## src/rtl/caliptra_axil2apb_bridge.sv

```systemverilog
// rtl/caliptra_axil2apb_bridge.sv - AXI4-Lite slave to multi-target APB requester
module caliptra_axil2apb_bridge #(
  parameter int ADDR_WIDTH     = 32,
  parameter int DATA_WIDTH     = 32,
  parameter int NUM_SLAVES     = 2,
  parameter int SEL_LSB        = 16,
  parameter int TIMEOUT_CYCLES = 255,
  localparam int STRB_WIDTH    = DATA_WIDTH / 8,
  localparam int SEL_W         = (NUM_SLAVES > 1) ? $clog2(NUM_SLAVES) : 1
) (
  input  logic                             core_clk,
  input  logic                             S_AXI_ARESETN,
  input  logic                             S_AXI_AWVALID,
  output logic                             S_AXI_AWREADY,
  input  logic [ADDR_WIDTH-1:0]            S_AXI_AWADDR,
  input  logic [2:0]                       S_AXI_AWPROT,
  input  logic                             S_AXI_WVALID,
  output logic                             S_AXI_WREADY,
  input  logic [DATA_WIDTH-1:0]            S_AXI_WDATA,
  input  logic [STRB_WIDTH-1:0]            S_AXI_WSTRB,
  output logic                             S_AXI_BVALID,
  input  logic                             S_AXI_BREADY,
  output logic [1:0]                       S_AXI_BRESP,
  input  logic                             S_AXI_ARVALID,
  output logic                             S_AXI_ARREADY,
  input  logic [ADDR_WIDTH-1:0]            S_AXI_ARADDR,
  input  logic [2:0]                       S_AXI_ARPROT,
  output logic                             S_AXI_RVALID,
  input  logic                             S_AXI_RREADY,
  output logic [DATA_WIDTH-1:0]            S_AXI_RDATA,
  output logic [1:0]                       S_AXI_RRESP,
  output logic [NUM_SLAVES-1:0]            PSEL,
  output logic                             PENABLE,
  output logic [ADDR_WIDTH-1:0]            PADDR,
  output logic                             PWRITE,
  output logic [DATA_WIDTH-1:0]            PWDATA,
  output logic [STRB_WIDTH-1:0]            PSTRB,
  output logic [2:0]                       PPROT,
  input  logic [NUM_SLAVES*DATA_WIDTH-1:0] PRDATA,
  input  logic [NUM_SLAVES-1:0]            PREADY,
  input  logic [NUM_SLAVES-1:0]            PSLVERR
);

  typedef enum logic [1:0] {IDLE, SETUP, ACCESS, RESP} state_t;

  state_t                state_q, state_d;
  logic [ADDR_WIDTH-1:0] addr_q, addr_d;
  logic [DATA_WIDTH-1:0] wdata_q, wdata_d;
  logic [STRB_WIDTH-1:0] strb_q, strb_d;
  logic [2:0]            prot_q, prot_d;
  logic                  write_q, write_d;
  logic [SEL_W-1:0]      idx_q, idx_d;
  logic                  last_was_write_q, last_was_write_d;
  logic [1:0]            resp_q, resp_d;
  logic [DATA_WIDTH-1:0] rdata_q, rdata_d;
  logic [31:0]           cnt_q, cnt_d;

  logic                  wr_cand, rd_cand, grant_wr, grant_rd;
  logic [ADDR_WIDTH-1:0] req_addr;
  logic [SEL_W-1:0]      req_idx;
  logic                  req_decerr;
  logic                  sel_ready, sel_err;
  logic [DATA_WIDTH-1:0] sel_rdata;

  // Pick the PREADY/PSLVERR/PRDATA of the addressed target; other slices are ignored
  always_comb begin
    sel_ready = 1'b0;
    sel_err   = 1'b0;
    sel_rdata = '0;
    for (int i = 0; i < NUM_SLAVES; i++) begin
      if (int'(idx_q) == i) begin
        sel_ready = PREADY[i];
        sel_err   = PSLVERR[i];
        sel_rdata = PRDATA[i*DATA_WIDTH +: DATA_WIDTH];
      end
    end
  end

  // Request arbitration and decode: a write needs AW and W together; ties alternate
  always_comb begin
    wr_cand    = S_AXI_AWVALID & S_AXI_WVALID;
    rd_cand    = S_AXI_ARVALID;
    grant_wr   = (state_q == IDLE) & S_AXI_ARESETN & wr_cand & (~rd_cand | ~last_was_write_q);
    grant_rd   = (state_q == IDLE) & S_AXI_ARESETN & rd_cand & ~grant_wr;
    req_addr   = grant_wr ? S_AXI_AWADDR : S_AXI_ARADDR;
    req_idx    = req_addr[SEL_LSB +: SEL_W];
    req_decerr = 32'(req_idx) >= NUM_SLAVES;
  end

  // Next-state and datapath: IDLE -> SETUP -> ACCESS -> RESP, decode errors skip the APB
  always_comb begin
    state_d          = state_q;
    addr_d           = addr_q;
    wdata_d          = wdata_q;
    strb_d           = strb_q;
    prot_d           = prot_q;
    write_d          = write_q;
    idx_d            = idx_q;
    last_was_write_d = last_was_write_q;
    resp_d           = resp_q;
    rdata_d          = rdata_q;
    cnt_d            = cnt_q;
    case (state_q)
      IDLE: begin
        if (grant_wr || grant_rd) begin
          addr_d           = req_addr;
          idx_d            = req_idx;
          write_d          = grant_wr;
          last_was_write_d = grant_wr;
          cnt_d            = '0;
          if (grant_wr) begin
            wdata_d = S_AXI_WDATA;
            strb_d  = S_AXI_WSTRB;
            prot_d  = S_AXI_AWPROT;
          end else begin
            strb_d  = '0;
            prot_d  = S_AXI_ARPROT;
          end
          if (req_decerr) begin
            resp_d  = 2'b11;
            rdata_d = '0;
            state_d = RESP;
          end else begin
            state_d = SETUP;
          end
        end
      end
      SETUP: begin
        cnt_d   = '0;
        state_d = ACCESS;
      end
      ACCESS: begin
        if (sel_ready) begin
          resp_d  = sel_err ? 2'b10 : 2'b00;
          rdata_d = write_q ? '0 : sel_rdata;
          state_d = RESP;
        end else if (TIMEOUT_CYCLES != 0 && cnt_q == 32'(TIMEOUT_CYCLES - 1)) begin
          resp_d  = 2'b10;
          rdata_d = '0;
          state_d = RESP;
        end else begin
          cnt_d = cnt_q + 32'd1;
        end
      end
      RESP: begin
        if ((write_q && S_AXI_BREADY) || (!write_q && S_AXI_RREADY)) begin
          state_d = IDLE;
        end
      end
      default: state_d = IDLE;
    endcase
  end

  // State and transaction registers
  always_ff @(posedge core_clk) begin
    if (!S_AXI_ARESETN) begin
      state_q          <= IDLE;
      addr_q           <= '0;
      wdata_q          <= '0;
      strb_q           <= '0;
      prot_q           <= '0;
      write_q          <= 1'b0;
      idx_q            <= '0;
      last_was_write_q <= 1'b0;
      resp_q           <= '0;
      rdata_q          <= '0;
      cnt_q            <= '0;
    end else begin
      state_q          <= state_d;
      addr_q           <= addr_d;
      wdata_q          <= wdata_d;
      strb_q           <= strb_d;
      prot_q           <= prot_d;
      write_q          <= write_d;
      idx_q            <= idx_d;
      last_was_write_q <= last_was_write_d;
      resp_q           <= resp_d;
      rdata_q          <= rdata_d;
      cnt_q            <= cnt_d;
    end
  end

  // Bus outputs derived from the registered transaction
  always_comb begin
    S_AXI_AWREADY = grant_wr;
    S_AXI_WREADY  = grant_wr;
    S_AXI_ARREADY = grant_rd;
    S_AXI_BVALID  = (state_q == RESP) & write_q;
    S_AXI_RVALID  = (state_q == RESP) & ~write_q;
    S_AXI_BRESP   = S_AXI_BVALID ? resp_q : 2'b00;
    S_AXI_RRESP   = S_AXI_RVALID ? resp_q : 2'b00;
    S_AXI_RDATA   = S_AXI_RVALID ? rdata_q : '0;
    PENABLE       = (state_q == ACCESS);
    PADDR         = addr_q;
    PWRITE        = write_q;
    PWDATA        = wdata_q;
    PSTRB         = strb_q;
    PPROT         = prot_q;
    PSEL          = '0;
    for (int i = 0; i < NUM_SLAVES; i++) begin
      PSEL[i] = ((state_q == SETUP) || (state_q == ACCESS)) && (int'(idx_q) == i);
    end
  end

endmodule

```

## config.mk

```make
export PLATFORM = sky130hd
export DESIGN_NAME = caliptra_axil2apb_bridge
export DESIGN_NICKNAME = d
export VERILOG_FILES = /design/src/rtl/caliptra_axil2apb_bridge.sv
export SDC_FILE = /design/constraint.sdc
export NUM_CORES = 1
export LEC_CHECK = 0
export BUFFER_PORTS_ARGS = -buffer_cell sky130_fd_sc_hd__buf_2
export CAP_MARGIN = 5
export CORE_MARGIN = 2
export CORE_UTILIZATION = 47
export CTS_BUF_LIST = sky130_fd_sc_hd__clkbuf_4 sky130_fd_sc_hd__clkbuf_8
export CTS_CLUSTER_DIAMETER = 150
export DETAILED_ROUTE_END_ITERATION = 8
export PLACE_DENSITY_LB_ADDON = 0.12
export SKIP_LAST_GASP = 1
export SLEW_MARGIN = 15
export SYNTH_ARGS = -nofsm -noshare
export SYNTH_HDL_FRONTEND = slang
export SYNTH_SLANG_ARGS = --single-unit
```

## constraint.sdc

```tcl
create_clock -name core_clk -period 2.9 [get_ports core_clk]
set_clock_uncertainty 0.1 [all_clocks]
set_input_delay 0.58 -clock core_clk [delete_from_list [all_inputs] [get_ports core_clk]]
set_output_delay 0.58 -clock core_clk [all_outputs]
set_load 0.01 [all_outputs]
```

After elaboration in Yosys (flattened, before gate mapping)
Cells that the tools add are included.
- add/sub/neg operators: 1
- multipliers: 0
- div/mod/pow operators: 0
- magnitude comparators: 0
- equal/unequal tests: 9
- shifts and indexed selects: 0
- multiplexer cells: 24
- bitwise operators: 13
- reduce and logical (&&, ||, !) cells: 16
- operators by type and width (kind ; count):
    two-way mux 32 bit ; 9
    case mux 32 bit (3 select lines) ; 1
    adder 32 x 1 -> 32 bit (second input constant) ; 1
    equality test 32 x 8 -> 1 bit (second input constant) ; 1
    two-way mux 2 bit ; 9
    AND 1 bit ; 8
    case mux 2 bit (4 select lines) ; 1
    inequality test 2 bit (second input constant) ; 3
    AND reduction 3 bit ; 2
    equality test 2 bit (second input constant) ; 2
    logical AND 1 bit ; 4
    two-way mux 4 bit ; 1
    inverter 1 bit ; 4
    AND reduction 2 bit ; 2
    AND reduction 4 bit ; 1
    logical OR 1 bit ; 3
    two-way mux 3 bit ; 1
    inequality test 3 x 1 -> 1 bit (second input constant) ; 1
    nonzero test 3 bit ; 1
    equality test 2 x 1 -> 1 bit (second input constant) ; 1
    zero test 2 bit ; 1
    two-way mux 1 bit ; 2
    inequality test 2 x 1 -> 1 bit (second input constant) ; 1
    nonzero test 2 bit ; 1
    other kinds (2) ; 2
- flip-flop bits (word level): 141
- bits in latches: 0
- bits in writable memories: 0
- bits in read-only memories: 0
- input bits: 181
- output and inout port bits: 116
- word-level logic and storage cells: 73
- memories kept: 0

Longest topological paths before layout
- depth after elaboration: 9
- gate-level depth with buffers: 9
- gate-level depth less buffers: 7

Worst setup path before layout
OpenSTA, ideal clock, no wires.
- path type: input to output
- from: input port S_AXI_ARESETN
- to: output port S_AXI_WREADY
- arrival time: 2.025 ns
- data required time: 2.220 ns
- path slack: 0.195 ns
- stages on the path: 7
- buffers on the path: 4
- cell sequence: buf_2 nand2_1 a211o_1 inv_1 clkbuf_1 clkbuf_1 buf_4
- longest elaborated chain between the ends: 3
- ends and longest elaborated chain (what ; RTL line ; source):
    start, declared ; 12 ; input logic S_AXI_ARESETN,
    AND 1 bit (3 in series) ; 83 ; grant_wr = (state_q == IDLE) & S_AXI_ARESETN & wr_cand & (~rd_cand | ~last_was_write_q);
    end, declared ; 18 ; output logic S_AXI_WREADY,
Every way passes these cells.

Final worst setup path
- from: register state_q[0]
- to: output port S_AXI_ARREADY
- longest elaborated chain between the ends: 6
- elaborated cells on any way between the ends: 7
- classes of those cells: 6 x bitwise; 1 x reduce/logical
- ends and longest elaborated chain (what ; RTL line ; source):
    start, declared ; 46 ; state_t state_q, state_d;
    start signal, assigned ; 169 ; state_q <= state_d;
    zero test 2 bit (*) ; 83, 84 ;
    AND 1 bit (*) ; 83, 84 ;
    AND 1 bit (2 in series) ; 83 ;
    inverter 1 bit ; 84 ; grant_rd = (state_q == IDLE) & S_AXI_ARESETN & rd_cand & ~grant_wr;
    AND 1 bit (*) ; 84 ;
    end, declared ; 25 ; output logic S_AXI_ARREADY,
Every way passes the cells marked *; elsewhere a longest branch is shown, timed or not.

==> run metrics <==
CTS buffer count 17; Cell Chain, Critical Path inv_1 -> ha_1 -> nand2_1 -> a211o_2 -> clkinv_2 -> nor2_2 -> buf_2; largest net degree at the start of global routing 73; end of the worst register-to-register path cnt_q[1]$_SDFFE_PN0P_; Worst Hold Class input pin to flip-flop; RSZ-0062 raised after global routing false; Worst Path Buf+Inv 3; Die Ht between 100 and 150 µm; EDFF count, synth 0; critical path startpoint state_q[0]$_SDFFE_PN0P_; Root Buffer clkbuf_8; Avg WL per Cell 16.0 µm; Initial Util approximately 48%; final setup violation count 0; Max stage delay on crit path 350 ps; DIE WIDTH about 120 µm; CTS resizes 0; drt pass-1 iters 7; Reg clk slew, reported paths about 70 ps; core box area 13300 µm²; DP HPWL 14.6 mm; Final Hold Fails 0; met1 usage 34.3%; CP delay by family, top buffers and inverters; Routed WL between 15 and 20 mm; first-pass GRT wire length ~31 mm; GP Congestion 0.883; number of H-tree levels 4; gr busiest metal met2; pre-CTS setup slack about 280 ps; clock sinks roughly 140; die footprint 14700 µm²; setup TNS 0 ps; overflow left after global routing 0; asr flop ratio synth 0%; Critical Path Sink Type output port; DR iter-0 viols between 400 and 500; met3 GRT Util 7.14%; Slowest-stage cell, CP a211o_2; worst setup margin 211 ps; flop-to-flop setup slack 370 ps; Pins Over Slew Limit 0; I/O Pins 297; r2r startpoint cnt_q[1]$_SDFFE_PN0P_; antenna violations before repair 1; Synth Area per Inst about 8.3 µm²; FF+latch count, synth roughly 140; Worst EP required 2220 ps; PwrDens between 600 and 700 nW/µm²; CP Data Arrival Time 2010 ps; worst r2r path cells 7; cts hold-fix bufs 0; Synth Warn # 0; DRC 0; Primary FF master, synth dfxtp_1; CTS tree done; synth-to-layout area growth 33.3%; sequential share of the synthesized area between 40 and 50%; synthesized area 6460 µm²; VDD IR max between 0.4 and 0.5 mV; # Post-CTS Setup Buffers 0; Period minus WS final 2690 ps; Filler cells between 1000 and 1500; Leak 3.82 nW; slew margin rel. 53.8%; vias per cell 5.35; crit path max fanout 12; status finished, final reports clean; WS Path Type flip-flop to output port; row count 42; Port Buffers just under 300; Tcrit/Tclk final 92.7%; Clock Latency Late Sink 430 ps; max cap viols 0; most frequent cells in the layout buf_2 (294), nand2_1 (172), dfxtp_1 (138), nor2_1 (47); Worst Tran Pin Value 692 ps; Synth Instances 774; GR Util met2 44.2%; Clock Tree Buf Depth 2; max frequency approximately 370 MHz; Nets between 1000 and 1500; critical path depth in cells 7; vias approximately 6700; startpoint types flip-flop; crit path to S_AXI_ARREADY; post-route ant nets 0; layout cells sized above 1 34.5%; number of unique standard cell types used by synthesis 51; GRT Util Overall 26.8%; WHS Path Cells 3; vias in the first global route 6260; commonest non-fill, non-tap cell in the layout buf_2
[worst reg2reg max path, cell delays in order, from the launching register on]
cell and delay (ps):
dfxtp_1 430, ha_1 180, nor4b_1 290, nand3_1 220
or4_1 700, buf_4 260, nand2_1 130, o22ai_1 100
[cells in the mapped netlist, types with 3 or more instances]
library cell    n  area [µm²]
o311ai_0        4        35.0
and4_1          6        52.6
nand2_1       172         646
nand2b_1        6        37.5
a22oi_1         4        30.0
o21ai_1         4        20.0
nor2_1         49         184
a41oi_1         8        70.1
or3_1           3        18.8
a31oi_1        22         138
a21oi_1        43         215
and3_1          8        50.1
buf_4           4        30.0
o211ai_1        5        37.5
nor4_1         10        62.6
mux2i_1        36         360
nor3_1          3        15.0
dfxtp_1       139        2780
nor2b_1         3        18.8
buf_1           4        15.0
nand4_1         6        37.5
o31ai_1         5        37.5
a311oi_1       37         324
o21ai_0         7        35.0
o2bb2ai_1      32         280
buf_2           7        35.0
ha_1            6        75.1
clkbuf_1       46         173
and2_1         42         263
nand3_1        14        70.1
or4_1           6        45.0
inv_1           8        30.0
[stage by stage]
step                utilization [%]  instances  power [mW]  hold WS (ps)  area (µm²)
floorplan                         -        775        3.27           324        6460
detailed placement             61.0       1211        3.93           339        8140
global placement               61.0       1211        3.93           338        8140
CTS                            64.3       1243        5.66           241        8580
global route                   64.5       1245        5.95           249        8610
finish                         64.5       1246        5.64           274        8610
[cell type report]
class | instances | area, µm² | share of cell area, %
antenna | 2 | 5.00 | 0.0581
clock buffer | 25 | 300 | 3.49
clock inverter | 7 | 139 | 1.61
inverter | 9 | 35.0 | 0.407
multi-input combinational | 566 | 3410 | 39.6
sequential | 139 | 2780 | 32.3
tap | 176 | 220 | 2.56
timing repair buffer | 322 | 1720 | 20.0
[flip-flops by register name, summed over array words and instances (netlist names)]
signal / cells
PWDATA: 32
PPROT: 3
cnt_q: 32
rdata_q: 32
last_was_write_q: 1
PSTRB: 4
state_q: 2
resp_q: 1
PADDR: 32
[worst min path at each step]
stage / slack, ps / start / end
floorplan: 320 / rdata_q[0]$_SDFFE_PN0P_ / rdata_q[0]$_SDFFE_PN0P_
global placement: 340 / rdata_q[13]$_SDFFE_PN0P_ / rdata_q[13]$_SDFFE_PN0P_
detailed placement: 340 / rdata_q[29]$_SDFFE_PN0P_ / rdata_q[29]$_SDFFE_PN0P_
CTS: 240 / S_AXI_WDATA[17] / PWDATA[17]$_SDFFE_PN0P_
global route: 250 / S_AXI_WDATA[10] / PWDATA[10]$_SDFFE_PN0P_
finish: 270 / S_AXI_WDATA[21] / PWDATA[21]$_SDFFE_PN0P_
[metal layers]
layer  routed length [µm]  vias to the layer above
li1                     -                     3348
met1                 8350                     3026
met2                 9840                      269
met3                 1380                       23
met4                  330                        0
met5                    0                        -
[power by group]
group	internal [mW]	total (mW)	leakage (nW)	switching (mW)
combinational	0.676	1.67	2.46	0.996
sequential	2.13	2.24	1.13	0.116
clock	1.03	1.73	0.230	0.702
[cell families (layout without fill, tap and decap cells)]
kind of cell	count (synthesis)	count (layout)	share of synthesized area, %
simple gates	334	334	24.2
buf+inv	70	363	4.44
compound gates	186	186	21.1
flops	139	139	43.1
fa+ha+maj	6	6	1.16
mux	38	38	5.97
other cells	1	4	0.0581
(Power assumes the default switching activity.)
